### src/rtl/riscv_pkg.sv
// Shared RV32I sequencer types: opcodes, PC opcodes, FSM states and instruction classes.
// Also holds the opcode classifier used in DECODE.
package riscv_pkg;

    localparam logic [6:0] OPC_LUI    = 7'b0110111;
    localparam logic [6:0] OPC_AUIPC  = 7'b0010111;
    localparam logic [6:0] OPC_OP_IMM = 7'b0010011;
    localparam logic [6:0] OPC_OP     = 7'b0110011;
    localparam logic [6:0] OPC_JAL    = 7'b1101111;
    localparam logic [6:0] OPC_JALR   = 7'b1100111;
    localparam logic [6:0] OPC_BRANCH = 7'b1100011;
    localparam logic [6:0] OPC_LOAD   = 7'b0000011;
    localparam logic [6:0] OPC_STORE  = 7'b0100011;
    localparam logic [6:0] OPC_SYSTEM = 7'b1110011;

    localparam logic [31:0] INSTR_EBREAK = 32'h0010_0073;

    typedef enum logic [2:0] {
        PcStop,
        PcIncr,
        PcJAL,
        PcJALR,
        PcBranch
    } PcOps;

    typedef enum logic [2:0] {
        IDLE,
        FETCH,
        DECODE,
        EXEC,
        MEM,
        WB,
        HALT,
        TRAP
    } seq_state_e;

    typedef enum logic [3:0] {
        CLS_LUI,
        CLS_AUIPC,
        CLS_OP_IMM,
        CLS_OP,
        CLS_JAL,
        CLS_JALR,
        CLS_BRANCH,
        CLS_LOAD,
        CLS_STORE,
        CLS_SYSTEM,
        CLS_ILLEGAL
    } instr_class_e;

    function automatic instr_class_e classify(input logic [6:0] opcode);
        instr_class_e cls;
        case (opcode)
            OPC_LUI:    cls = CLS_LUI;
            OPC_AUIPC:  cls = CLS_AUIPC;
            OPC_OP_IMM: cls = CLS_OP_IMM;
            OPC_OP:     cls = CLS_OP;
            OPC_JAL:    cls = CLS_JAL;
            OPC_JALR:   cls = CLS_JALR;
            OPC_BRANCH: cls = CLS_BRANCH;
            OPC_LOAD:   cls = CLS_LOAD;
            OPC_STORE:  cls = CLS_STORE;
            OPC_SYSTEM: cls = CLS_SYSTEM;
            default:    cls = CLS_ILLEGAL;
        endcase
        return cls;
    endfunction

endpackage

### src/rtl/seq_perf_counters.sv
// Cycle and retired-instruction counters for pc_sequencer.
// Only compiled when PC_SEQUENCER_PERF_EN is defined.
`ifdef PC_SEQUENCER_PERF_EN
module seq_perf_counters (
    input  logic        clk,
    input  logic        rstn,
    input  logic        count_en,
    input  logic        retire,
    output logic [63:0] cycle_cnt,
    output logic [63:0] instret_cnt
);

    always_ff @(posedge clk or negedge rstn) begin
        if (!rstn) begin
            cycle_cnt   <= '0;
            instret_cnt <= '0;
        end else begin
            if (count_en) cycle_cnt   <= cycle_cnt + 64'd1;
            if (retire)   instret_cnt <= instret_cnt + 64'd1;
        end
    end

endmodule
`endif

### src/rtl/pc_sequencer.sv
// Multi-cycle RV32I control FSM: fetch/decode/exec/mem/writeback with memory handshakes.
// PC_SEQUENCER_PERF_EN adds o_cycle_cnt / o_instret_cnt performance counters.
module pc_sequencer
    import riscv_pkg::*;
#(
    parameter int unsigned XLEN = 32
) (
    input  logic            clk,
    input  logic            rstn,
    output logic            o_imem_req,
    input  logic            i_imem_ack,
    input  logic [XLEN-1:0] i_imem_rdata,
    output logic [XLEN-1:0] o_instr,
    output logic            o_dmem_req,
    output logic            o_dmem_we,
    input  logic            i_dmem_ack,
    input  logic            i_branch_taken,
    input  logic            i_resume,
    output PcOps            o_pc_op,
    output logic            o_rd_we,
    output logic            o_halted,
    output logic            o_trap
`ifdef PC_SEQUENCER_PERF_EN
    ,
    output logic [63:0]     o_cycle_cnt,
    output logic [63:0]     o_instret_cnt
`endif
);

    seq_state_e   state;
    seq_state_e   state_nx;
    instr_class_e cls_q;
    instr_class_e dec_cls;
    logic         taken_q;
    logic         is_ebreak;

    assign dec_cls   = classify(o_instr[6:0]);
    assign is_ebreak = (o_instr == XLEN'(INSTR_EBREAK));

    always_ff @(posedge clk or negedge rstn) begin
        if (!rstn) state <= IDLE;
        else       state <= state_nx;
    end

    always_ff @(posedge clk or negedge rstn) begin
        if (!rstn) begin
            o_instr <= '0;
            cls_q   <= CLS_ILLEGAL;
            taken_q <= 1'b0;
        end else begin
            if (state == FETCH && i_imem_ack) o_instr <= i_imem_rdata;
            if (state == DECODE)              cls_q   <= dec_cls;
            if (state == EXEC)                taken_q <= i_branch_taken;
        end
    end

    always_comb begin
        state_nx   = state;
        o_imem_req = 1'b0;
        o_dmem_req = 1'b0;
        o_dmem_we  = 1'b0;
        o_pc_op    = PcStop;
        o_rd_we    = 1'b0;
        o_halted   = 1'b0;
        o_trap     = 1'b0;

        case (state)
            IDLE: state_nx = FETCH;
            FETCH: begin
                o_imem_req = 1'b1;
                if (i_imem_ack) state_nx = DECODE;
            end
            DECODE: begin
                case (dec_cls)
                    CLS_SYSTEM:  state_nx = is_ebreak ? HALT : TRAP;
                    CLS_ILLEGAL: state_nx = TRAP;
                    default:     state_nx = EXEC;
                endcase
            end
            EXEC: begin
                if (cls_q == CLS_LOAD || cls_q == CLS_STORE) state_nx = MEM;
                else                                         state_nx = WB;
            end
            MEM: begin
                o_dmem_req = 1'b1;
                o_dmem_we  = (cls_q == CLS_STORE);
                if (i_dmem_ack) state_nx = WB;
            end
            // The HALT-resume WB arrives with cls_q == CLS_SYSTEM, which
            // naturally yields PcIncr with no register write.
            WB: begin
                state_nx = FETCH;
                case (cls_q)
                    CLS_JAL:    o_pc_op = PcJAL;
                    CLS_JALR:   o_pc_op = PcJALR;
                    CLS_BRANCH: o_pc_op = taken_q ? PcBranch : PcIncr;
                    default:    o_pc_op = PcIncr;
                endcase
                o_rd_we = (cls_q inside {CLS_LUI, CLS_AUIPC, CLS_OP_IMM, CLS_OP,
                                         CLS_JAL, CLS_JALR, CLS_LOAD});
            end
            HALT: begin
                o_halted = 1'b1;
                if (i_resume) state_nx = WB;
            end
            TRAP: o_trap = 1'b1;
            default: state_nx = IDLE;
        endcase
    end

`ifdef PC_SEQUENCER_PERF_EN
    seq_perf_counters u_perf (
        .clk         (clk),
        .rstn        (rstn),
        .count_en    (!(state inside {IDLE, HALT, TRAP})),
        .retire      (state == WB && cls_q != CLS_SYSTEM),
        .cycle_cnt   (o_cycle_cnt),
        .instret_cnt (o_instret_cnt)
    );
`endif

endmodule
### config.mk
export PLATFORM = sky130hd
export DESIGN_NAME = pc_sequencer
export DESIGN_NICKNAME = d
export VERILOG_FILES = /design/src/rtl/riscv_pkg.sv /design/src/rtl/seq_perf_counters.sv /design/src/rtl/pc_sequencer.sv
export SDC_FILE = /design/constraint.sdc
export NUM_CORES = 1
export LEC_CHECK = 0
export BUFFER_PORTS_ARGS = -buffer_cell sky130_fd_sc_hd__buf_2
export CORE_ASPECT_RATIO = 1.1
export CORE_UTILIZATION = 51
export DETAILED_ROUTE_END_ITERATION = 16
export PLACE_DENSITY = 0.84
export SYNTH_ARGS = -nofsm -noshare
export SYNTH_HDL_FRONTEND = slang
export SYNTH_SLANG_ARGS = --single-unit
export TNS_END_PERCENT = 1
### constraint.sdc
create_clock -name clk -period 3.9 [get_ports clk]
set_input_delay 0.78 -clock clk [delete_from_list [all_inputs] [get_ports clk]]
set_output_delay 0.78 -clock clk [all_outputs]
set_load 0.01 [all_outputs]
==> results of run 1 <==
-- cells by family (layout without fill, tap and decap cells) --
logic type             count (synthesis)  count (layout)  share of synthesized area
flip-flops                            40              40                     0.5287
XOR/XNOR                               1               1                   0.004615
multiplexers                          31              31                     0.1839
buffers and inverters                 14              91                    0.03626
AO/OA/AOI/OAI                         25              25                    0.07911
AND/OR/NAND/NOR                       57              57                     0.1674
-- metrics by stage --
step | setup WS (ns) | power (mW) | utilization | hold WS [ns] | instances
finish | 1.284 | 1.884 | 0.6858 | 0.5251 | 293
global route | 1.174 | 2.034 | 0.6858 | 0.5624 | 293
global placement | 1.697 | 1.650 | 0.6680 | 0.5020 | 285
detailed placement | 1.673 | 1.678 | 0.6680 | 0.5085 | 285
CTS | 1.269 | 1.900 | 0.6858 | 0.5380 | 293
floorplan | 1.719 | 1.387 | - | 0.4844 | 168
-- critical path, delay by kind of cell (launching register included) --
| kind | cells | cell delay [ns] |
|---|---|---|
| buf+inv | 1 | 0.16 |
| flops | 1 | 0.57 |
| simple gates | 2 | 0.76 |
-- flip-flops by register name, indices dropped and copies added (netlist names) --
register	flops
cls_q	4
o_instr	32
state	3
taken_q	1
-- power groups by stage --
| stage | Clock (mW) | Sequential [mW] | Combinational (mW) |
|---|---|---|---|
| after floorplan | 0 | 0.857 | 0.530 |
| after global placement | 0 | 0.855 | 0.795 |
| after detailed placement | 0 | 0.866 | 0.812 |
| after CTS | 0.228 | 0.856 | 0.816 |
| after global routing | 0.241 | 0.897 | 0.896 |
| final | 0.220 | 0.854 | 0.810 |
-- final cells by class --
cell class                 count  share of cell area
tap                           48             0.02545
inverter                       5            0.007953
clock inverter                 2            0.004242
timing repair buffer          78              0.1654
clock buffer                   6             0.02174
multi-input combinational    114              0.3499
sequential                    40              0.4252
-- cells in the final DEF, fill, tap and decap left out, types with 2 or more instances in the layout --
cell	count
sky130_fd_sc_hd__buf_2	78
sky130_fd_sc_hd__dfrtp_1	38
sky130_fd_sc_hd__mux2_2	30
sky130_fd_sc_hd__nor2_1	12
sky130_fd_sc_hd__nand2_1	11
sky130_fd_sc_hd__o21ai_0	9
sky130_fd_sc_hd__a21oi_1	7
sky130_fd_sc_hd__nor4_1	6
sky130_fd_sc_hd__inv_1	5
sky130_fd_sc_hd__nor3_1	5
sky130_fd_sc_hd__clkbuf_4	5
sky130_fd_sc_hd__nand3_1	4
sky130_fd_sc_hd__nand2b_1	4
sky130_fd_sc_hd__a211oi_1	4
sky130_fd_sc_hd__and2_1	2
sky130_fd_sc_hd__clkinv_2	2
sky130_fd_sc_hd__dfstp_2	2
-- worst max path at each step --
stage / slack [ns] / start / cells after the start / endpoint
detailed placement: 1.67 / cls_q[3] / 3 / o_dmem_we
global placement: 1.70 / i_imem_ack / 4 / o_instr[3]
floorplan: 1.72 / cls_q[3] / 2 / o_dmem_we
CTS: 1.27 / cls_q[3] / 3 / o_dmem_we
global route: 1.17 / cls_q[3] / 3 / o_dmem_we
finish: 1.28 / cls_q[3] / 3 / o_dmem_we
-- Yosys cell counts, types with 2 or more instances --
cell type,number
sky130_fd_sc_hd__a211oi_1,4
sky130_fd_sc_hd__a21oi_1,7
sky130_fd_sc_hd__and2_1,2
sky130_fd_sc_hd__buf_2,4
sky130_fd_sc_hd__buf_4,3
sky130_fd_sc_hd__clkbuf_1,2
sky130_fd_sc_hd__dfrtp_1,38
sky130_fd_sc_hd__dfstp_2,2
sky130_fd_sc_hd__inv_1,5
sky130_fd_sc_hd__mux2_2,30
sky130_fd_sc_hd__nand2_1,11
sky130_fd_sc_hd__nand2b_1,4
sky130_fd_sc_hd__nand3_1,4
sky130_fd_sc_hd__nor2_1,12
sky130_fd_sc_hd__nor3_1,5
sky130_fd_sc_hd__nor4_1,6
sky130_fd_sc_hd__o21ai_0,9
-- per-layer routing --
metal,track usage,part of all wire
met5,0,0
met4,0.06977,0.012
met3,0.07632,0.063
met2,0.3626,0.49
met1,0.2701,0.43
==> impl_summary.txt, run 1 <==
----------------------------------------------------
[Floorplanning]
  Overall die area ... 3970 µm²
  I/O pin cnt ... 79
  Horizontal die dimension ... about 60 µm
  Core Area ... 3441 µm²
  Initial core utilization ... 0.5516
  Cell Rows ... 22
  Die Height ... 65.99 µm

[Logic synthesis]
  Number of flip-flops and latches in the synthesized netlist ... 40
  Number of enable flip-flop cells after synthesis ... 0
  Cell type with the highest aggregate area in the netlist ... sky130_fd_sc_hd__dfrtp_1
  Syn Nets ... 206
  Most common flop cell mapped by yosys ... sky130_fd_sc_hd__dfrtp_1
  Average cell area after synthesis ... 11.30 µm²
  Post-synth design cell area ... 1898 µm²
  Sequential cell area fraction in the yosys report ... 0.5287
  Synth warn ... 0
  Fraction of post-synthesis cell area in the top cell type by area ... 0.5010
  Syn Inst Count ... roughly 170
  Top post-synthesis cells by area ... sky130_fd_sc_hd__dfrtp_1 50%, sky130_fd_sc_hd__mux2_2 18%, sky130_fd_sc_hd__dfstp_2 2.8%
  Proportion of synthesized flip-flops having asynchronous set or reset ... 1.000
  Yosys cell types ... 37

[Critical path]
  Kind of critical path ... flop to output pin
  Worst reg-to-reg path cell count ... 3
  Critical path's slowest cell ... sky130_fd_sc_hd__or4b_2
  Cell-by-cell trace of the critical path ... or4b_2 -> nor3_1 -> buf_2
  CP Max Fanout ... 5
  Flop2flop setup slack ... 1.89 ns
  Data required, critical path ... 3.12 ns
  Kind of end point of the critical path ... output pin
  Worst path max stage delay ... about 0.60 ns
  Critical Path Source Type ... flop
  Reg-to-reg critical path endpoint ... o_instr[9]
  RR Startpoint ... state[1]
  WP data arrival ... 1.84 ns

[Layout]
  Flip-flop and latch area ... 1003 µm²
  Layout area overhead ... 24.32%
  Fraction of layout instances using a drive strength above 1 ... 0.5020
  Number of filler cells placed in the layout ... 280
  Multi-input gate area ... 825.8 µm²
  Final design instance area without fill ... 2360 µm²
  Antenna fix cells ... 0
  Total number of nets in the final design ... ~280

[Route]
  Routed WL per cell ... roughly 14 µm
  Via count ... 1547
  DRT antenna net count ... 0
  Vias per inst ... 5.280
  Routed wire length ... 3995 µm
  Detailed Route Iter0 Violations ... 54
  Number of optimization iterations in the first detailed-route pass ... 4
  DRC errors left ... 0

[STA]
  Clock Skews ... approximately 0.0033 ns
  Worst slew pin tran ... 0.8936 ns
  Finish-stage setup viols ... 0
  RSZ-0062 raised after global routing ... no
  Final hold violations ... 0
  Worst slew slack as a fraction of its limit ... 0.4029
  Final-layout setup total negative slack ... 0 ns
  Final number of max-transition violations ... 0
  Final clock period utilization by the worst path ... 0.6707
  Period minus WS final ... about 2.6 ns
  Maximum clock rate ... around 380 MHz

[Place]
  Number of buffers added on ports ... 78
  Cell area after placement ... 2298 µm²
  Estimated wirelength of the detail-placed design ... ~2900 µm
  Final weighted congestion in routability-driven placement ... 0.8420

[Pwr]
  Cell-internal power ... 1.135 mW
  Pleak ... 1.102 nW
  Maximum vdd drop ... 0.4413 mV
  Sequential power share ... 0.453
  Total power density per cell area ... 798.6 nW/µm²
  Switching component of the power ... between 0.7 and 0.8 mW
  Proportion of power drawn by the clock network ... 0.117
  Combinational share of power ... 0.430
  Switching fraction of total power ... 0.3977

[Outcome]
  Status ... finished, final reports clean

[Clock network]
  TritonCTS clock tree ... built
  Clock transition time at the flip-flop clock pins of the worst setup and hold paths ... 0.12 ns
  Resized cells post-CTS ... 0
  Root buf cell ... sky130_fd_sc_hd__clkbuf_4
  Number of buffers on the longest clock path ... 2
  CTS Hold Bufs ... 0
  Number of buffers inserted to repair setup after CTS ... 0
  Clock Latency Late Sink ... 0.35 ns
  Number of sinks driven by the clock tree ... 40
  Number of clock buffers inserted by TritonCTS ... 5
  Max H-tree Level ... 2

[GRT]
  Vias in the first global route ... 1485
  Total congestion overflow after global routing ... 0
  Wire length of the first global-routing pass ... around 6500 µm
  Total global-route track usage ... 0.2214
  Antenna violations before repair ... 0
  Largest net degree at the start of global routing ... 41

[Hold path]
  Tightest Hold Check Type ... input port to asynchronous set/reset pin

[Run]
  Max capacitance violation total ... 0

----------------------------------------------------
(Power assumes the default switching activity.)
==> inputs of run 2 (changes only) <==
- ABC_AREA: not set -> 1
- CORE_UTILIZATION: 51 -> 44
- PLACE_DENSITY: 0.84 -> 0.76
- clock period: 3.9 -> 2.33 ns (I/O delays scaled with it)
==> run 2 against run 1 <==
  * Clock skew is essentially flat
  * Final cell count up 21%
  * Wire length is 4.1% higher
  * Die area grew 22%
  * Critical path type unchanged
==> impl_summary.txt, run 2 <==
----------------------------------------------------
[Route]
  DRC errors left ... 0
  Routed WL per cell ... 11.75 µm
  Via count ... 1706
  Routed wire length ... between 4000 and 5000 µm
  Number of optimization iterations in the first detailed-route pass ... 4
  DRT antenna net count ... 0
  Detailed Route Iter0 Violations ... 99
  Vias per inst ... 4.819

[Critical path]
  Flop2flop setup slack ... 0.57 ns
  Buffers plus inverters on the worst setup path ... 2
  Kind of end point of the critical path ... output pin
  WP data arrival ... 1.37 ns
  Endpoint of the most critical setup path ... o_pc_op[1]
  First element of the critical path ... state[1]
  Worst reg-to-reg path cell count ... 6
  Reg-to-reg critical path endpoint ... o_instr[17]
  Worst path max stage delay ... 0.44 ns
  Critical path's slowest cell ... sky130_fd_sc_hd__dfrtp_1
  Critical Path Source Type ... flop
  CP Max Fanout ... 6
  Stages on the worst setup path ... 4
  Data required, critical path ... ~1.9 ns
  Cell-by-cell trace of the critical path ... inv_2 -> nand3_1 -> nor4_1 -> buf_2
  CP top delay family ... flip-flops
  RR Startpoint ... state[2]
  Kind of critical path ... flop to output pin

[Logic synthesis]
  Xor and xnor fraction of the mapped netlist area ... 0
  Sequential cell area fraction in the yosys report ... 0.4975
  Synth warn ... 0
  Multiplexer share of the synthesized area ... 0.1266
  Leading cell types by count after synthesis ... 38 x sky130_fd_sc_hd__dfrtp_1, 38 x sky130_fd_sc_hd__nor2_1, 29 x sky130_fd_sc_hd__nand2_1
  Average cell area after synthesis ... 9.210 µm²
  Synth Area in Simple Gates ... 0.2016
  Yosys cell types ... 20
  Proportion of synthesized flip-flops having asynchronous set or reset ... 1.000
  Syn Nets ... 257
  Combinational family with the most area after synthesis ... simple AND/OR/NAND/NOR gates
  Number of flip-flops and latches in the synthesized netlist ... 40
  Top post-synthesis cells by area ... sky130_fd_sc_hd__dfrtp_1 47%, sky130_fd_sc_hd__mux2_4 13%, sky130_fd_sc_hd__nor2_1 7.1%
  Fraction of post-synthesis cell area in the top cell type by area ... 0.4715
  Number of enable flip-flop cells after synthesis ... 0
  Post-synth design cell area ... 2017 µm²
  Complex-gate fraction of the synthesized area ... 0.08995
  Most common flop cell mapped by yosys ... sky130_fd_sc_hd__dfrtp_1
  Syn Inst Count ... 219
  Cell type with the highest aggregate area in the netlist ... sky130_fd_sc_hd__dfrtp_1
  Fraction of the mapped netlist area in adder cells ... 0

[Clock network]
  Root buf cell ... sky130_fd_sc_hd__clkbuf_8
  Number of buffers on the longest clock path ... 2
  Clock transition time at the flip-flop clock pins of the worst setup and hold paths ... 0.07 ns
  TritonCTS clock tree ... built
  CTS Hold Bufs ... 0
  Number of buffers inserted to repair setup after CTS ... 0
  Number of clock buffers inserted by TritonCTS ... 5
  Number of sinks driven by the clock tree ... 40
  Resized cells post-CTS ... 0
  Clock Latency Late Sink ... ~0.29 ns
  Max H-tree Level ... 2

[GRT]
  Total global-route track usage ... 0.1834
  Wire length of the first global-routing pass ... between 6000 and 7000 µm
  Total congestion overflow after global routing ... 0
  Vias in the first global route ... 1485
  Largest net degree at the start of global routing ... 41
  Antenna violations before repair ... 0

[Floorplanning]
  Horizontal die dimension ... 66.56 µm
  Core Area ... around 4300 µm²
  Overall die area ... between 4000 and 5000 µm²
  Die Height ... 73.01 µm
  Initial core utilization ... 0.4639
  Cell Rows ... 25
  I/O pin cnt ... between 70 and 80

[Pwr]
  Total power density per cell area ... ~1300 nW/µm²
  Maximum vdd drop ... 0.6152 mV
  Pleak ... 1.361 nW
  Pwr Total ... about 3.4 mW

[Layout]
  Final Non-Filler Cells ... 354
  Antenna fix cells ... 0
  Number of flip-flops in the largest register ... 32
  Register bank with the most flops ... o_instr
  Total number of nets in the final design ... 337
  Largest regs ... o_instr: 32 flops, cls_q: 4 flops, state: 3 flops
  Leading cell type in the layout, fill and taps excluded ... sky130_fd_sc_hd__buf_2
  Fraction of layout instances using a drive strength above 1 ... 0.3800
  Layout area overhead ... 25.12%
  Top library cells by usage in the layout, fill and taps aside ... 78 x sky130_fd_sc_hd__buf_2, 38 x sky130_fd_sc_hd__nor2_1, 38 x sky130_fd_sc_hd__dfrtp_1

[STA]
  Final number of max-transition violations ... 0
  Finish-stage setup viols ... 0
  Final hold violations ... 0
  Maximum clock rate ... between 500 and 600 MHz
  RSZ-0062 raised after global routing ... no
  Worst slew slack as a fraction of its limit ... 0.4300
  Worst slew pin tran ... 0.8550 ns
  Final-layout setup total negative slack ... 0 ns
  Final clock period utilization by the worst path ... 0.7883
  Period minus WS final ... 1.837 ns
  Clock Skews ... 0.003423 ns

[Place]
  Cell count after placement ... 346
  Final weighted congestion in routability-driven placement ... about 0.78
  Number of buffers added on ports ... 78
  Estimated wirelength of the detail-placed design ... 3116 µm

[Run]
  Max capacitance violation total ... 0

[Outcome]
  Status ... finished, final reports clean

[Hold path]
  Tightest Hold Check Type ... input port to asynchronous set/reset pin

----------------------------------------------------
==> run 2: cell types whose count changed after synthesis, sizes merged, moves of 3 or more <==
cell | previous run | this run
mux2 | 31 | 17
nor3 | 5 | 13
nor2 | 13 | 38
nor4 | 6 | 1
nand4 | 1 | 6
a21oi | 7 | 19
nand3 | 4 | 7
nand2b | 5 | 0
a211oi | 4 | 0
inv | 5 | 29
nand2 | 11 | 30
==> run 2: power breakdown <==
| part | total [mW] | leakage, nW | switching, mW | internal (mW) |
|---|---|---|---|---|
| clock | 0.461 | 0.0455 | 0.220 | 0.241 |
| combinational | 1.56 | 0.858 | 0.835 | 0.727 |
| sequential | 1.34 | 0.458 | 0.293 | 1.05 |
==> run 2: stage by stage <==
stage / worst slack, ns / hold slack, ns / util / area, µm²
after detailed placement: 0.5829 / 0.4724 / 0.5597 / 2434
final: 0.4932 / 0.2871 / 0.5804 / 2524
after floorplan: 0.8675 / 0.1704 / - / 2017
after CTS: 0.4900 / 0.3103 / 0.5804 / 2524
after global routing: 0.3882 / 0.3557 / 0.5804 / 2524
after global placement: 0.6221 / 0.4735 / 0.5597 / 2434
==> run 2: worst min path at each step <==
stage             start          end  depth (start not counted)
3_3_place_gp   cls_q[2]     cls_q[2]                          2
3_5_place_dp   cls_q[2]     cls_q[2]                          2
4_1_cts            rstn  o_instr[13]                          1
5_1_grt            rstn  o_instr[16]                          1
2_1_floorplan      rstn     cls_q[0]                          0
6_report           rstn  o_instr[25]                          1
==> run 2: cell type report <==
class | instances | area [µm²]
multi-input combinational | 144 | 843.3
sequential | 40 | 1003
inverter | 29 | 108.9
clock buffer | 8 | 90.09
timing repair buffer | 79 | 410.4
tap | 54 | 67.56
fill | 374 | 1824
==> run 2: layer usage <==
metal  global-route usage  vias to the layer above  routed length [µm]
li1                     -                      876                   -
met1               0.2409                      760                1929
met2               0.2750                       62                1825
met3              0.06250                        8                 322
met4              0.07801                        0                  83
met5                    0                        -                   0
==> run 2: logic make-up (layout without fill, tap and decap cells) <==
kind of cell           count (synthesis)  after routing
AOI/OAI and AO/OA                     32             32
buffers and inverters                 35            116
DFF                                   40             40
muxes                                 17             17
and+or+nand+nor                       95             95
==> inputs of run 3 (changes only) <==
- CORE_UTILIZATION: 44 -> 48
- PLACE_DENSITY: 0.76 -> 0.79
- clock period: 2.33 -> 1.9 ns (I/O delays scaled with it)
==> run 3 against run 2 <==
  * Total power is 25% higher
  * Cell area up 0.69%
  * Die area shrank 8.1%
  * Critical path depth unchanged
  * Clock power up 30%
  * Worst setup slack worse by 0.36 ns
  * Register-to-register slack worse by 0.23 ns
  * Clock-buffer cell count shrank 1
  * Sequential cell count unchanged
  * First-iteration DRC count shrank 11%
==> impl_summary.txt, run 3 (synthesis gave the netlist of run 2 again) <==
----------------------------------------------------
[Layout]
  Total number of nets in the final design ... 338
  Layout area overhead ... 25.99%
  Number of filler cells placed in the layout ... 361
  Largest regs ... o_instr: 32 flops, cls_q: 4 flops, state: 3 flops
  Final Non-Filler Cells ... between 300 and 400
  Fraction of layout instances using a drive strength above 1 ... 0.3900
  Leading cell type in the layout, fill and taps excluded ... sky130_fd_sc_hd__buf_2
  Number of flip-flops in the largest register ... 32
  Top library cells by usage in the layout, fill and taps aside ... 78 x sky130_fd_sc_hd__buf_2, 38 x sky130_fd_sc_hd__nor2_1, 38 x sky130_fd_sc_hd__dfrtp_1
  Final design instance area without fill ... between 2000 and 3000 µm²
  Register bank with the most flops ... o_instr
  Antenna fix cells ... 0

[Clock network]
  Max H-tree Level ... 2
  TritonCTS clock tree ... built
  Number of sinks driven by the clock tree ... 40
  Number of buffers on the longest clock path ... 2
  Number of clock buffers inserted by TritonCTS ... 5
  Resized cells post-CTS ... 0
  Clock Latency Late Sink ... roughly 0.28 ns
  Clock transition time at the flip-flop clock pins of the worst setup and hold paths ... 0.07 ns
  Root buf cell ... sky130_fd_sc_hd__clkbuf_8
  Number of buffers inserted to repair setup after CTS ... 0
  CTS Hold Bufs ... 0

[GRT]
  Largest net degree at the start of global routing ... 45
  Total congestion overflow after global routing ... 0
  Wire length of the first global-routing pass ... about 7600 µm
  Vias in the first global route ... about 1700
  Antenna violations before repair ... 0
  Total global-route track usage ... 0.2211

[Floorplanning]
  Overall die area ... 4465 µm²
  Horizontal die dimension ... 63.81 µm
  Initial core utilization ... 0.5050
  I/O pin cnt ... 79
  Cell Rows ... 24
  Die Height ... 69.99 µm
  Core Area ... 3994 µm²

[Critical path]
  RR Startpoint ... state[2]
  Cell-by-cell trace of the critical path ... inv_2 -> nand3_1 -> nor3_1 -> buf_2
  Data required, critical path ... 1.52 ns
  Reg-to-reg critical path endpoint ... o_instr[25]
  CP Max Fanout ... 6
  Kind of end point of the critical path ... output pin
  Worst reg-to-reg path cell count ... 6
  Critical Path Source Type ... flop
  Worst path max stage delay ... 0.45 ns
  Flop2flop setup slack ... 0.34 ns
  Critical path's slowest cell ... sky130_fd_sc_hd__dfrtp_1
  WP data arrival ... 1.39 ns
  Kind of critical path ... flop to output pin

[Route]
  DRT antenna net count ... 0
  Via count ... 1735
  Detailed Route Iter0 Violations ... 88
  Routed wire length ... 4538 µm
  Number of optimization iterations in the first detailed-route pass ... 4
  Routed WL per cell ... 12.89 µm
  DRC errors left ... 0
  Vias per inst ... a little under 5

[STA]
  Final clock period utilization by the worst path ... 0.9322
  RSZ-0062 raised after global routing ... no
  Worst slew slack as a fraction of its limit ... 0.6644
  Final-layout setup total negative slack ... 0 ns
  Clock Skews ... around 0.002 ns
  Final hold violations ... 0
  Maximum clock rate ... 564.6 MHz
  Period minus WS final ... 1.771 ns
  Worst slew pin tran ... 0.5034 ns
  Final number of max-transition violations ... 0
  Finish-stage setup viols ... 0

[Run]
  Max capacitance violation total ... 0

[Place]
  Estimated wirelength of the detail-placed design ... 3402 µm
  Number of buffers added on ports ... between 70 and 80
  Cell count after placement ... around 350
  Cell area after placement ... ~2400 µm²
  Final weighted congestion in routability-driven placement ... 0.8426

[Outcome]
  Status ... finished, final reports clean

[Hold path]
  Tightest Hold Check Type ... input port to asynchronous set/reset pin

[Pwr]
  Total power density per cell area ... between 1500 and 2000 nW/µm²
  Maximum vdd drop ... roughly 0.85 mV
  Pleak ... 1.371 nW

----------------------------------------------------
==> run 3: changes by cell type in the layout (fill, tap and decap cells not counted) <==
cell / before / now
sky130_fd_sc_hd__buf_4: 0 / 1
sky130_fd_sc_hd__nor4_2: 0 / 1
sky130_fd_sc_hd__clkbuf_1: 2 / 0
sky130_fd_sc_hd__clkbuf_8: 6 / 7
sky130_fd_sc_hd__nor4_1: 1 / 0
==> run 3: critical path: cells and delay by family (launching register included) <==
kind / cells / cell delay (ns)
flip-flops: 1 / 0.45
buffers and inverters: 2 / 0.28
AND/OR/NAND/NOR: 2 / 0.38
==> run 3: how the worst max path moves through the flow <==
stage / startpoint / to / slack [ns] / cells past startpoint
floorplan: state[2] / o_instr[0] / 0.51 / 7
global placement: state[2] / o_instr[17] / 0.41 / 6
detailed placement: state[2] / o_instr[23] / 0.36 / 6
CTS: state[1] / o_pc_op[1] / 0.08 / 4
global route: state[1] / o_pc_op[1] / 0.02 / 4
finish: state[1] / o_rd_we / 0.13 / 4
==> run 3: where the power goes <==
part	total [mW]	switching (mW)	internal, mW
logic	1.95	1.05	0.894
registers	1.65	0.367	1.28
clock network	0.597	0.274	0.323
==> run 3: per-layer routing <==
metal	track usage	routed length, µm	vias to the layer above
li1	-	-	885
met1	0.2778	2004	797
met2	0.3688	2289	51
met3	0.05392	230	2
met4	0.07576	14	0
met5	0	0	-
==> run 3: layout make-up <==
class	count	area (µm²)	area share
inverter	29	108.9	0.04284
clock buffer	7	96.34	0.03791
multi-input combinational	144	849.6	0.3343
tap	52	65.06	0.02560
sequential	40	1003	0.3949
timing repair buffer	80	417.9	0.1645
==> run 3: metrics by stage <==
step                      hold slack [ns]  total power, mW  utilization  worst slack (ns)
after floorplan                   0.08441            2.955            -            0.5111
after global placement             0.4649            3.540       0.6106            0.4088
after detailed placement           0.4746            3.614       0.6106            0.3599
after CTS                          0.1525            4.223       0.6347           0.08395
after global routing               0.1788            4.533       0.6363           0.01953
final                              0.1470            4.195       0.6363            0.1289
